[config.mk]
export PLATFORM = sky130hd
export DESIGN_NAME = fir_coeff_loader
export DESIGN_NICKNAME = d
export VERILOG_FILES = /design/src/rtl/fir_coeff_loader.sv
export SDC_FILE = /design/constraint.sdc
export NUM_CORES = 1
export LEC_CHECK = 0
export ABC_AREA = 1
export BUFFER_PORTS_ARGS = -buffer_cell sky130_fd_sc_hd__buf_2
export CAP_MARGIN = 10
export CORE_UTILIZATION = 25
export DETAILED_ROUTE_END_ITERATION = 6
export GPL_ROUTABILITY_DRIVEN = 0
export SLEW_MARGIN = 10
export SYNTH_ARGS = -nofsm -noshare
export SYNTH_HDL_FRONTEND = slang
export SYNTH_SLANG_ARGS = --single-unit
[constraint.sdc]
create_clock -name clk -period 3.98 [get_ports clk]
set_clock_uncertainty 0.15 [all_clocks]
set_input_delay 0.398 -clock clk [delete_from_list [all_inputs] [get_ports clk]]
set_output_delay 0.398 -clock clk [all_outputs]
set_load 0.005 [all_outputs]
[src/rtl/fir_coeff_loader.sv]
// Coefficient-bank sequencer for the adaptive FIR: streams samples, or shifts a stored bank over x_n.
// Optional build macro FIR_AUTOLOAD_EN: bank 0 resets to identity and is loaded right after reset.
module fir_coeff_loader #(
    parameter int DW       = 6,
    parameter int NTAPS    = 3,
    parameter int NUM_SETS = 4,
    localparam int BW = (NUM_SETS > 1) ? $clog2(NUM_SETS) : 1,
    localparam int TW = (NTAPS > 1) ? $clog2(NTAPS) : 1,
    localparam int CW = $clog2(NTAPS + 1)
) (
    input  logic          clk,
    input  logic          reset,
    input  logic          cfg_we,
    input  logic [BW-1:0] cfg_bank,
    input  logic [TW-1:0] cfg_tap,
    input  logic [DW-1:0] cfg_data,
    input  logic          load_req,
    input  logic [BW-1:0] load_bank,
    input  logic [DW-1:0] s_tdata,
    input  logic          s_tvalid,
    output logic          s_tready,
    output logic [DW-1:0] fir_x_n,
    output logic          fir_tvalid,
    output logic          fir_set_coeffs,
    output logic          busy,
    output logic          load_done,
    output logic          load_err,
    output logic [BW-1:0] active_bank
);

`ifdef FIR_AUTOLOAD_EN
    localparam bit AUTOLOAD = 1'b1;
`else
    localparam bit AUTOLOAD = 1'b0;
`endif

    typedef enum logic [1:0] {ST_PASS, ST_LOAD, ST_GAP} state_t;

    state_t        state_q, state_d;
    logic [CW-1:0] tap_q, tap_d;
    logic [BW-1:0] bank_q, bank_d;
    logic [BW-1:0] active_q, active_d;
    logic [DW-1:0] x_q, x_d;
    logic          tvalid_q, tvalid_d;
    logic          set_q, set_d;
    logic          busy_q, busy_d;
    logic          done_q, done_d;
    logic          err_q, err_d;
    logic          auto_q, auto_d;
    logic          wr_en;

    logic [DW-1:0] mem_q [NUM_SETS][NTAPS];

    assign wr_en = cfg_we && (int'(cfg_bank) < NUM_SETS) && (int'(cfg_tap) < NTAPS);

    always_comb begin
        state_d  = state_q;
        tap_d    = tap_q;
        bank_d   = bank_q;
        active_d = active_q;
        x_d      = x_q;
        tvalid_d = 1'b0;
        set_d    = 1'b0;
        done_d   = 1'b0;
        err_d    = 1'b0;
        auto_d   = auto_q;
        s_tready = 1'b0;
        unique case (state_q)
            ST_PASS: begin
                if (auto_q) begin
                    auto_d  = 1'b0;
                    state_d = ST_LOAD;
                    bank_d  = '0;
                    x_d     = mem_q[0][0];
                    set_d   = 1'b1;
                    tap_d   = CW'(1);
                end else if (load_req) begin
                    if (int'(load_bank) < NUM_SETS) begin
                        state_d = ST_LOAD;
                        bank_d  = load_bank;
                        x_d     = mem_q[load_bank][0];
                        set_d   = 1'b1;
                        tap_d   = CW'(1);
                    end else begin
                        err_d = 1'b1;
                        x_d   = s_tdata;
                    end
                end else begin
                    s_tready = 1'b1;
                    x_d      = s_tdata;
                    tvalid_d = s_tvalid;
                end
            end
            ST_LOAD: begin
                err_d = load_req;
                if (tap_q == CW'(NTAPS)) begin
                    // A rejected request coinciding with completion is dropped so done/err never overlap.
                    err_d    = 1'b0;
                    state_d  = ST_GAP;
                    done_d   = 1'b1;
                    active_d = bank_q;
                    x_d      = '0;
                end else begin
                    x_d   = mem_q[bank_q][tap_q[TW-1:0]];
                    set_d = 1'b1;
                    tap_d = tap_q + CW'(1);
                end
            end
            ST_GAP: begin
                err_d   = load_req;
                state_d = ST_PASS;
                x_d     = '0;
            end
            default: state_d = ST_PASS;
        endcase
        busy_d = (state_d != ST_PASS);
    end

    always_ff @(posedge clk) begin
        if (reset) begin
            state_q  <= ST_PASS;
            tap_q    <= '0;
            bank_q   <= '0;
            active_q <= '0;
            x_q      <= '0;
            tvalid_q <= 1'b0;
            set_q    <= 1'b0;
            busy_q   <= 1'b0;
            done_q   <= 1'b0;
            err_q    <= 1'b0;
            auto_q   <= AUTOLOAD;
            for (int unsigned b = 0; b < NUM_SETS; b++) begin
                for (int unsigned t = 0; t < NTAPS; t++) begin
                    mem_q[b][t] <= '0;
                end
            end
`ifdef FIR_AUTOLOAD_EN
            mem_q[0][0] <= DW'(1);
`endif
        end else begin
            state_q  <= state_d;
            tap_q    <= tap_d;
            bank_q   <= bank_d;
            active_q <= active_d;
            x_q      <= x_d;
            tvalid_q <= tvalid_d;
            set_q    <= set_d;
            busy_q   <= busy_d;
            done_q   <= done_d;
            err_q    <= err_d;
            auto_q   <= auto_d;
            if (wr_en) begin
                mem_q[cfg_bank][cfg_tap] <= cfg_data;
            end
        end
    end

    assign fir_x_n        = x_q;
    assign fir_tvalid     = tvalid_q;
    assign fir_set_coeffs = set_q;
    assign busy           = busy_q;
    assign load_done      = done_q;
    assign load_err       = err_q;
    assign active_bank    = active_q;

endmodule

After elaboration in Yosys (flattened, before gate mapping)

Memory sizes are Yosys's and may differ from the RTL's. A register that Yosys moved wholly into a read port is not among the register bits.
Index checks and enable logic that the tools add are counted.

Register bits: 19
Bits in writable memories: 72
Input port bits: 23
Output and inout bits: 14
Logic and storage cells: 70
Memories kept: 1

$add $sub $neg: 1
Order comparisons: 4
Eq/ne operators: 5
Mux-type cells: 33
Bitwise logic cells: 4
Reductions and logical operators: 12

Memory list:

| name  | words | bits a word | rd ports | clocked after Yosys merged registers in | write ports | line | source |
|---|---|---|---|---|---|---|---|
| mem_q | 4     | 18          | 2        | 1                                       | 4           | 52   | `logic [DW-1:0] mem_q [NUM_SETS][NTAPS];` |

Operator list:

| operator                                            | count |
|---|---|
| 2-to-1 mux 18 bit                                   | 3 |
| 2-to-1 mux 6 bit                                    | 5 |
| case mux 6 bit (3 select lines)                     | 1 |
| OR reduction 18 bit                                 | 1 |
| 2-to-1 mux 2 bit                                    | 8 |
| binary-select mux 6 bit (select 2 bit)              | 1 |
| demux 6 bit (select 2 bit)                          | 1 |
| 2-to-1 mux 1 bit                                    | 10 |
| case mux 2 bit (2 select lines)                     | 2 |
| >= comparator 3 bit (second input constant)         | 2 |
| NOT 2 -> 3 bit                                      | 2 |
| == test 2 bit (second input constant)               | 2 |
| != test 2 bit (second input constant)               | 2 |
| case mux 1 bit (2 select lines)                     | 2 |
| AND reduction 2 bit                                 | 2 |
| nonzero test 2 bit                                  | 2 |
| < comparator 3 x 1 -> 1 bit (second input constant) | 1 |
| AND reduction 3 bit                                 | 1 |
| nonzero test 3 bit                                  | 1 |
| OR reduction 3 bit                                  | 1 |
| adder 2 x 1 -> 2 bit (second input constant)        | 1 |
| == test 2 x 1 -> 1 bit (second input constant)      | 1 |
| logical AND 1 bit                                   | 2 |
| logical NOT 2 bit                                   | 1 |
| other kinds (3)                                     | 4 |

Depth between registers and ports, before layout

Depth after elaboration: 8
Mapped depth: 10
Gate-level depth less buffers: 9

Worst setup path before layout

OpenSTA, ideal clock, no wires.

Path kind: input-to-reg
Start point: in reset
End point: mem mem_q[0][10] (netlist bit), enable pin
Setup time: 0.318 ns
Arrival time: 1.220 ns
Required time: 3.512 ns
Path slack: 2.291 ns
Cell stages on the path: 6
Buffers on the path: 1
Cells stage by stage: buf_2 > inv_2 > nand2_1 > nor3_2 > nand2_1 > nand2_1

RTL lines:

| element            | line | source |
|---|---|---|
| start: declaration | 12   | `input logic reset,` |
| end: declaration   | 52   |  |

==> results.py <==
metrics = {
    "detailed_routing": {
        "route.met3.wl_um": 566,
        "initialDrtViolationCount": 389,
        "ant_nets": 0,
        "via_count": 3641,
        "dr_wl_met2_um": 5148,
        "routed_wl_um": 11170,
        "via_per_inst": 4.512,
        "top_layer": "met4",
        "dr.pass1.iters": 5,
        "met1Wirelength_um": 5095,
        "post_drt_wl_per_cell_um": 13.84,
        "detail_route.drc_violations": 0,
    },
    "global_routing": {
        "grt_max_degree": 37,
        "antenna_found_initial": 0,
        "globalRouteTotalUtil_pct": 12.62,
        "overflow": 0,
        "grt_pass1_vias": 3433,
        "grt_first_pass_wirelength_um": 17840,
    },
    "min_path": {
        "min_from": "s_tvalid",
        "holdCritPathClass": "input port to flip-flop",
        "min_path_cells": 3,
        "hold_end": "fir_tvalid$_SDFF_PP0_",
    },
    "die": {
        "start_util_pct": 25.54,
        "ios": 37,
        "fp.dieH_um": 137.7,
        "num_rows": 49,
        "die-area_sq_mm": 0.01896,
        "core-area_sq_mm": 0.01802,
        "die_x_um": 137.7,
    },
    "sta": {
        "maxSlewViolCount": 0,
        "worstMarginPinSlew_ps": 767.6,
        "min_period_ps": 2152,
        "maxSlewHeadroom_pct": 48.75,
        "rsz0062_at_grt": "no",
        "final.setup.tns_ps": 0,
        "hold_viol": 0,
        "min_period_over_period_pct": 54.07,
        "fmax_ghz": 0.4647,
        "finalSetupViolCount": 0,
    },
    "worst_setup_path": {
        "path_max_fanout": 19,
        "rr_endpoint": "fir_x_n[3]$_SDFFE_PP0P_",
        "critPathArrivalTime_ps": 2290,
        "cp.required_ps": 4110,
        "rrSetupSlack_ps": 1830,
        "endpoint_kind": "flip-flop",
        "crit_path_start_kind": "flip-flop",
        "ff2ff_path_depth": 9,
        "worstSetupPathType": "flip-flop to flip-flop",
    },
    "cts": {
        "cts_buffers": 9,
        "cts.clk_slew.worst_paths_ps": 70,
        "cts_num_sinks": 93,
        "cts_hold_buf": 0,
        "postCtsSetupBuffers": 0,
        "clk_latency_ps": 340,
        "clock_path_buffers": 2,
        "cts_tree": "yes",
        "postCtsResizedCells": 0,
        "cts_root_buffer": "clkbuf_16",
        "h-tree-depth": 3,
    },
    "synth": {
        "synth-xor-area-share_pct": 0,
        "synth-simple-area-share_pct": 26.37,
        "synth.mux.area_fraction_pct": 0,
        "seq_area_frac_synth_pct": 56.10,
        "syn-cell-area_sq_mm": 0.004603,
        "synth_compound_area_share_pct": 7.529,
        "synthesis.nets": 577,
        "synth_adder_area_share_pct": 1.359,
        "syn-instance-count": 549,
        "yosys.cell_types.count": 28,
        "ys_ff_latch": 93,
        "yosysWarnings": 0,
        "synth_top_family_by_area": "simple AND/OR/NAND/NOR gates",
        "syn_area_per_cell_sq_um": 8.385,
    },
    "place": {
        "post-place-cells": 791,
        "hpwl_um": 7963,
        "port-buffer-count": 36,
    },
    "status": {
        "status": "finished clean",
    },
    "flow_run": {
        "cap_violations": 0,
    },
    "layout": {
        "finalNetCount": 601,
        "synthToLayoutAreaGrowth_pct": 13.56,
        "drive_gt1_share_pct": 12.11,
        "fillCellCount": 1917,
        "instances_no_fill": 807,
        "antenna_cells": 0,
    },
    "power_and_ir_drop": {
        "ir_drop_mv": 0.2642,
        "p_per_area_mw_per_mm2": 429.5,
        "total_leakage_power_nw": 2.266,
    },
}
metrics by stage:
step                      utilization (%)  total power (W)  cell area, sq um  setup WS (ps)  hold slack, ps
after detailed placement            27.38         0.001418              4936           1700           333.1
after floorplan                         -         0.001337              4603           2291           320.4
after global routing                29.00         0.002339              5228           1619           155.0
final                               29.00         0.002245              5228           1828           137.9
after CTS                           29.00         0.002256              5228           1839           131.8
after global placement              27.38         0.001417              4936           1708           327.7
Yosys cell counts, drive strengths merged:
cell / n / area [sq um]
a31oi: 1 / 6.260
a211oi: 1 / 7.510
ha: 5 / 62.56
nand3: 43 / 215.2
clkbuf: 9 / 35.03
o21ai: 35 / 175.2
o2111ai: 1 / 8.760
nor2: 123 / 474.2
dfxtp: 21 / 420.4
nor3: 2 / 15.01
a32oi: 1 / 8.760
inv: 65 / 249.0
edfxtp: 72 / 2162
nand2: 131 / 509.2
o211ai: 1 / 7.510
buf: 16 / 113.9
a21oi: 22 / 132.6
registers in the layout, summed over array words and instances (netlist names), named ones only:
name	flops
mem_q	72
fir_x_n	6
active_bank	2
bank_q	2
state_q	2
tap_q	2
busy	1
fir_set_coeffs	1
fir_tvalid	1
load_done	1
load_err	1
how the worst max path moves through the flow:
stage,from,end,cells past startpoint
after floorplan,reset,mem_q[0][10]$_SDFFCE_PN0P_,6
after global placement,reset,mem_q[0][14]$_SDFFCE_PN0P_,6
after detailed placement,reset,mem_q[0][13]$_SDFFCE_PN0P_,6
after CTS,flip-flop,fir_x_n[3]$_SDFFE_PP0P_,9
after global routing,flip-flop,fir_x_n[3]$_SDFFE_PP0P_,9
final,flip-flop,fir_x_n[3]$_SDFFE_PP0P_,9
layer usage:
layer / vias to the layer above / global-route usage (%)
li1: 1817 / -
met1: 1682 / 15.38
met2: 112 / 20.71
met3: 30 / 3.017
met4: 0 / 6.341
met5: - / 0
power by group:
| part | internal (W) | switching [W] | total (W) |
|---|---|---|---|
| combinational | 0.0000831 | 0.000183 | 0.000267 |
| clock | 0.000486 | 0.000361 | 0.000847 |
| sequential | 0.00110 | 0.0000298 | 0.00113 |
kinds of logic after synthesis:
logic type	count (synthesis)
DFF	93
AOI/OAI and AO/OA	62
and+or+nand+nor	299
adders and majority gates	5
buffers and inverters	90
critical path, stage by stage, from the launching register on:
cell	delay [ps]
dfxtp_1	820
buf_4	360
nor2_1	70
nor2_1	80
o21ai_0	110
o21ai_1	150
nand2_1	80
nand2_1	90
nand2_1	70
a21oi_2	110
layout make-up:
type | instances | area (sq um) | area share (%)
Clock buffer | 10 | 229.0 | 4.380
Clock inverter | 6 | 62.56 | 1.197
Inverter | 65 | 249.0 | 4.763
Timing Repair Buffer | 38 | 195.2 | 3.734
Sequential cell | 93 | 2582 | 49.40
Multi-Input combinational cell | 366 | 1623 | 31.04
Tap cell | 229 | 286.5 | 5.481
cell usage in the layout (no fill, tap or decap), types with 5 or more instances in the layout:
| cell type | Yosys | layout |
|---|---|---|
| edfxtp_1 | 72 | 72 |
| o21ai_1 | 9 | 9 |
| buf_2 | 7 | 36 |
| dfxtp_1 | 21 | 21 |
| a21oi_2 | 6 | 6 |
| o21ai_0 | 26 | 26 |
| ha_1 | 5 | 5 |
| nand2_2 | 7 | 7 |
| nor2_1 | 120 | 120 |
| a21oi_1 | 16 | 16 |
| inv_1 | 63 | 63 |
| nand2_1 | 124 | 124 |
| nand3_1 | 43 | 43 |
| clkbuf_16 | 0 | 9 |
No activity file was read; power rests on OpenSTA's default activity.
